### config.mk
export PLATFORM = sky130hd
export DESIGN_NAME = seq_mul
export DESIGN_NICKNAME = d
export VERILOG_FILES = /design/src/rtl/seq_mul_pkg.sv /design/src/rtl/seq_mul_add.sv /design/src/rtl/seq_mul.sv
export SDC_FILE = /design/constraint.sdc
export NUM_CORES = 1
export LEC_CHECK = 0
export BUFFER_PORTS_ARGS = -buffer_cell sky130_fd_sc_hd__buf_2
export CAP_MARGIN = 20
export CORE_UTILIZATION = 30
export DETAILED_ROUTE_END_ITERATION = 7
export SETUP_SLACK_MARGIN = 0.3
export SLEW_MARGIN = 10
export SYNTH_ARGS = -nofsm -noshare
export SYNTH_HDL_FRONTEND = slang
export SYNTH_SLANG_ARGS = --single-unit
### constraint.sdc
create_clock -name clk -period 3.75 [get_ports clk]
set_clock_uncertainty 0.15 [all_clocks]
set_input_delay 0.375 -clock clk [delete_from_list [all_inputs] [get_ports clk]]
set_output_delay 0.375 -clock clk [all_outputs]
set_load 0.02 [all_outputs]
### src/rtl/seq_mul_pkg.sv
// seq_mul_pkg -- shared types and helpers for the sequential shift-add multiplier.
//   state_t   : controller states (IDLE, BUSY, DONE)
//   cnt_width : bit-counter width for a given operand width ($clog2(WIDTH), min 1)
package seq_mul_pkg;

   typedef enum logic [1:0] {
      IDLE = 2'd0,
      BUSY = 2'd1,
      DONE = 2'd2
   } state_t;

   function automatic int cnt_width(input int width);
      return (width < 2) ? 1 : $clog2(width);
   endfunction

endpackage

### src/rtl/seq_mul_add.sv
// seq_mul_add -- WIDTH-bit combinational ripple-carry adder built from
// full_adder cells; sum plus carry-out, carry-in tied low.
//   a, b : addends (WIDTH)
//   sum  : a + b, low WIDTH bits
//   co   : carry out of the top cell
module full_adder (
   input  logic a,
   input  logic b,
   input  logic ci,
   output logic s,
   output logic co
);
   assign s  = a ^ b ^ ci;
   assign co = (a & b) | (ci & (a ^ b));
endmodule

module seq_mul_add #(
   parameter int WIDTH = 4
) (
   input  logic [WIDTH-1:0] a,
   input  logic [WIDTH-1:0] b,
   output logic [WIDTH-1:0] sum,
   output logic             co
);

   logic [WIDTH:0] c;

   assign c[0] = 1'b0;

   for (genvar i = 0; i < WIDTH; i++) begin : g_fa
      full_adder u_fa (
         .a  (a[i]),
         .b  (b[i]),
         .ci (c[i]),
         .s  (sum[i]),
         .co (c[i+1])
      );
   end

   assign co = c[WIDTH];

endmodule

### src/rtl/seq_mul.sv
// seq_mul -- sequential shift-add multiplier, one multiplier bit per clock.
// Signed operands are reduced to magnitudes at accept; the sign is
// reapplied to the 2*WIDTH-bit product on the edge entering DONE.
// Optional build macro: SEQ_MUL_EARLY_EXIT_EN (finish as soon as the
// remaining multiplier bits are zero; results are identical).
//   clk, rst_n            : clock, async active-low reset
//   in_valid / in_ready   : operand handshake (in_signed, x, y)
//   out_valid / out_ready : product handshake (out)
//
// state | meaning
// IDLE  | waiting for operands, in_ready=1
// BUSY  | one shift-add step per edge, cnt = step index
// DONE  | product held on out, out_valid=1 until consumed
module seq_mul
   import seq_mul_pkg::*;
#(
   parameter int WIDTH = 4
) (
   input  logic               clk,
   input  logic               rst_n,
   input  logic               in_valid,
   output logic               in_ready,
   input  logic               in_signed,
   input  logic [WIDTH-1:0]   x,
   input  logic [WIDTH-1:0]   y,
   output logic               out_valid,
   input  logic               out_ready,
   output logic [2*WIDTH-1:0] out
);

   localparam int               CNT_W = cnt_width(WIDTH);
   localparam logic [CNT_W-1:0] LAST  = CNT_W'(WIDTH - 1);

   state_t             state;
   logic [WIDTH-1:0]   mcand;
   logic [WIDTH-1:0]   mlt;
   // Bit 0 of the running accumulator is always zero before the final
   // shift, so only bits 2W-1..1 are stored.
   logic [2*WIDTH-1:1] acc;
   logic [2*WIDTH-1:0] out_q;
   logic               neg;
   logic [CNT_W-1:0]   cnt;

   logic [WIDTH-1:0]   x_mag;
   logic [WIDTH-1:0]   y_mag;
   logic [WIDTH-1:0]   addend;
   logic [WIDTH-1:0]   sum;
   logic               carry;
   logic [2*WIDTH-1:0] acc_step;
   logic [2*WIDTH-1:0] acc_final;
   logic [2*WIDTH-1:0] result;
   logic               finish;

   // Most-negative input maps to 2^(WIDTH-1), which fits unsigned.
   assign x_mag = (in_signed && x[WIDTH-1]) ? (~x + 1'b1) : x;
   assign y_mag = (in_signed && y[WIDTH-1]) ? (~y + 1'b1) : y;

   assign addend = mlt[0] ? mcand : '0;

   seq_mul_add #(.WIDTH(WIDTH)) u_add (
      .a   (acc[2*WIDTH-1:WIDTH]),
      .b   (addend),
      .sum (sum),
      .co  (carry)
   );

   assign acc_step = {carry, sum, acc[WIDTH-1:1]};

`ifdef SEQ_MUL_EARLY_EXIT_EN
   logic [CNT_W-1:0] rem;
   logic             rest_zero;

   // Remaining steps would only shift, so apply them all at once.
   assign rest_zero = (mlt[WIDTH-1:1] == '0);
   assign rem       = LAST - cnt;
   assign finish    = rest_zero || (cnt == LAST);
   assign acc_final = acc_step >> rem;
`else
   assign finish    = (cnt == LAST);
   assign acc_final = acc_step;
`endif

   assign result = neg ? (~acc_final + 1'b1) : acc_final;

   always_ff @(posedge clk or negedge rst_n) begin
      if (!rst_n) begin
         state <= IDLE;
         mcand <= '0;
         mlt   <= '0;
         acc   <= '0;
         neg   <= 1'b0;
         cnt   <= '0;
         out_q <= '0;
      end else begin
         case (state)
            IDLE: begin
               if (in_valid) begin
                  mcand <= x_mag;
                  mlt   <= y_mag;
                  acc   <= '0;
                  neg   <= in_signed && (x[WIDTH-1] ^ y[WIDTH-1]);
                  cnt   <= '0;
                  state <= BUSY;
               end
            end
            BUSY: begin
               acc <= acc_step[2*WIDTH-1:1];
               mlt <= mlt >> 1;
               cnt <= cnt + 1'b1;
               if (finish) begin
                  out_q <= result;
                  state <= DONE;
               end
            end
            DONE: begin
               if (out_ready) state <= IDLE;
            end
            default: state <= IDLE;
         endcase
      end
   end

   assign in_ready  = (state == IDLE);
   assign out_valid = (state == DONE);
   assign out       = out_q;

endmodule

==> reports/qor.yml <==
yosys:
  yosysTopAreaCell: "dfrtp_1"
  synthesis.nets: 168
  synth_cells: 147
  syn-cell-area_sq_um: 1490
  netlist-cell-type-count: 29
  yosysTopAreaCellShare_pct: 46.9
  yosys_warnings: 0
  avgSynthCellArea_sq_um: 10.2
  ys_ff_latch: 28
  netlist_top_cells_area: "dfrtp_1 47%, nand2_1 5.5%, o21ai_0 5.0%"
  ys_seq_area_share_pct: 46.9
pwr:
  power.total_mw: 1.26
  p_int_mw: 0.725
  switchingPower_mw: 0.532
  power.static_leakage_nw: 0.810
  combPwrFrac_pct: 46.1
  swShare_pct: 42.3
  pwr_density_cell_nw_per_um2: 745
  pwr-share-seq_pct: 40.9
  p_clk_share_pct: 13.0
  irDropWorstVdd_mv: 0.194
global_routing:
  antenna_found_initial: 0
  grt.total_usage_pct: 11.7
  grt_max_degree: 29
  grt_pass1_wl_mm: 4.79
  overflow: 0
  grt_pass1_vias: 1064
critical_path:
  crit_arrival_ns: 2.85
  critPathTopFamily: "adder cells"
  cp_common_cell: "fa_1"
  critical-path-max-stage-delay_ns: 0.46
  crit_type: "register to register"
  required_ns: 3.77
  cp_cell_sequence: "and2_1 -> ha_1 -> inv_1 -> fa_1 -> fa_1 -> inv_1 -> fa_1 -> nor3_1 -> a41oi_1 -> xnor2_1 -> o21ai_1"
  slowest_stage: "fa_1"
  path_buf_inv: 2
  cp_max_fo: 5
  worstSetupStartpointType: "register"
  cp-end-kind: "register"
timing:
  max_freq_ghz: 0.353
  finalHoldViolations: 0
  tightest_slew_ns: 0.631
  finalSetupTns_ns: 0
  rsz0062_at_grt: "false"
  period_needed_ns: 2.83
  period_share_pct: 75.5
  setup_viol: 0
  max-slew-margin-rel_pct: 58.0
  maxSlewViolCount: 0
drt:
  antenna_left: 0
  viasPerCell: 4.54
  via_count: 1066
  drt_wl_total_mm: 2.67
  drt_iter0_markers: 34
  drt_first_pass_iters: 4
  drc: 0
  wire_per_inst_um: 11.4
clock_tree:
  cts_sinks: 28
  cts_resized: 0
  htreeDepth: 1
  clkSlewWorstSetupHoldPaths_ns: 0.09
  cts-buffers-inserted: 3
  clockRootBuffer: "clkbuf_8"
  cts_tree: "yes"
  clockBufferDepth: 2
  clkLatencyLatePin_ns: 0.27
die:
  rows: 25
  die_x_um: 72.6
  core_area_sq_um: 4750
  dieArea_sq_um: 5270
  num_io_pins: 23
  die_y_um: 72.6
  initial_core_util_pct: 31.4
hold_path:
  worstHoldPathType: "primary input to register"
cells_and_area:
  n_fill_cell: 530
  layout_common_cells: "28 x dfrtp_1, 22 x nand2_1, 22 x buf_2"
  drive_gt1_share_pct: 17.3
  final-seq-area_sq_um: 701
  multiInputGateArea_sq_um: 692
  final_common_cell: "dfrtp_1"
  final_nets: 191
  design_area_sq_um: 1690
  syn2layout_area_growth_pct: 12.9
  final_cells: 235
  diodes: 0
  utilization_pct: 35.5
job:
  cap_viol_max_count: 0
status:
  status: "finished clean"
place:
  port_buffers: 22
  dp.cells: 231
  gp_congestion: 0.698
  place_area_sq_um: 1640
  dp_hpwl_mm: 1.97
-- state kept, by name (all words and copies together) (netlist names) --
signal / count
state: 2
neg: 1
out: 8
cnt: 2
mlt: 4
mcand: 4
acc: 7
-- metal layers --
layer / GRT usage [%] / wire [um]
met1: 15.9 / 1410
met2: 18.5 / 1110
met3: 2.22 / 106
met4: 4.58 / 42
met5: 0 / 0
-- metrics by stage --
step	hold WS (ns)	setup slack (ns)
after floorplan	-0.0706	1.02
after global routing	0.146	0.707
after detailed placement	0.281	0.905
after global placement	0.275	0.956
final	0.140	0.918
after CTS	0.139	0.896
-- cell type report --
| cell class | count | share of cell area, % |
|---|---|---|
| Clock buffer | 3 | 2.45 |
| Inverter | 13 | 2.89 |
| Multi-Input combinational cell | 101 | 41.0 |
| Sequential cell | 28 | 41.5 |
| Tap cell | 67 | 4.97 |
| Timing Repair Buffer | 23 | 7.12 |
-- logic make-up (layout without fill, tap and decap cells) --
group / Yosys count / after routing / synth area share [%]
simple gates: 44 / 44 / 15.4
compound gates: 37 / 37 / 15.4
flops: 28 / 28 / 46.9
buf+inv: 18 / 39 / 6.78
xor+xnor: 9 / 9 / 5.28
fa+ha+maj: 8 / 8 / 8.21
mux: 3 / 3 / 2.01
-- synthesized netlist by cell type --
| cell | n |
|---|---|
| nor3b_4 | 1 |
| dfrtp_1 | 28 |
| nand3_1 | 2 |
| nor2b_4 | 1 |
| a22o_1 | 5 |
| buf_6 | 4 |
| and2_1 | 2 |
| inv_1 | 13 |
| ha_1 | 5 |
| nand4b_1 | 1 |
| xnor2_1 | 5 |
| mux2i_1 | 3 |
| nor2b_1 | 1 |
| buf_4 | 1 |
| a22oi_1 | 3 |
| nand2_1 | 22 |
| o21ai_0 | 15 |
| a21oi_1 | 3 |
| xor2_1 | 4 |
| or2b_1 | 1 |
| nand2_4 | 1 |
| nor2_4 | 1 |
| fa_1 | 3 |
| nor2_1 | 8 |
| nor3_1 | 1 |
| o31ai_1 | 3 |
| nand2b_1 | 2 |
| o21ai_1 | 5 |
| a41oi_1 | 3 |
-- timing repair --
| item | CTS | global route |
|---|---|---|
| hold buffers | 1 | 0 |
| setup endpoints to repair | 0 | 0 |
| setup buffers | 0 | 0 |
| endpoints found under the hold margin | 28 | 0 |
-- power by group through the flow --
stage / registers (mW) / logic, mW / clock network, mW
after floorplan: 0.519 / 0.481 / 0
after global placement: 0.520 / 0.587 / 0
after detailed placement: 0.523 / 0.589 / 0
after CTS: 0.518 / 0.591 / 0.169
after global routing: 0.532 / 0.666 / 0.177
final: 0.514 / 0.579 / 0.163
-- worst paths after layout --
check | cells after the start | end | slack (ns) | from
max | 11 | out[7] | 0.92 | mlt[0]
min | 2 | state[1] | 0.14 | out_ready
max reg2reg | 11 | out[7] | 0.92 | mlt[0]
min reg2reg | 2 | out[3] | 0.32 | out[3]
max in group asynchronous | 2 | mcand[1] | 2.55 | rst_n
min in group asynchronous | 2 | out[2] | 0.50 | rst_n
Note: power is estimated with default switching activity, not from simulation.
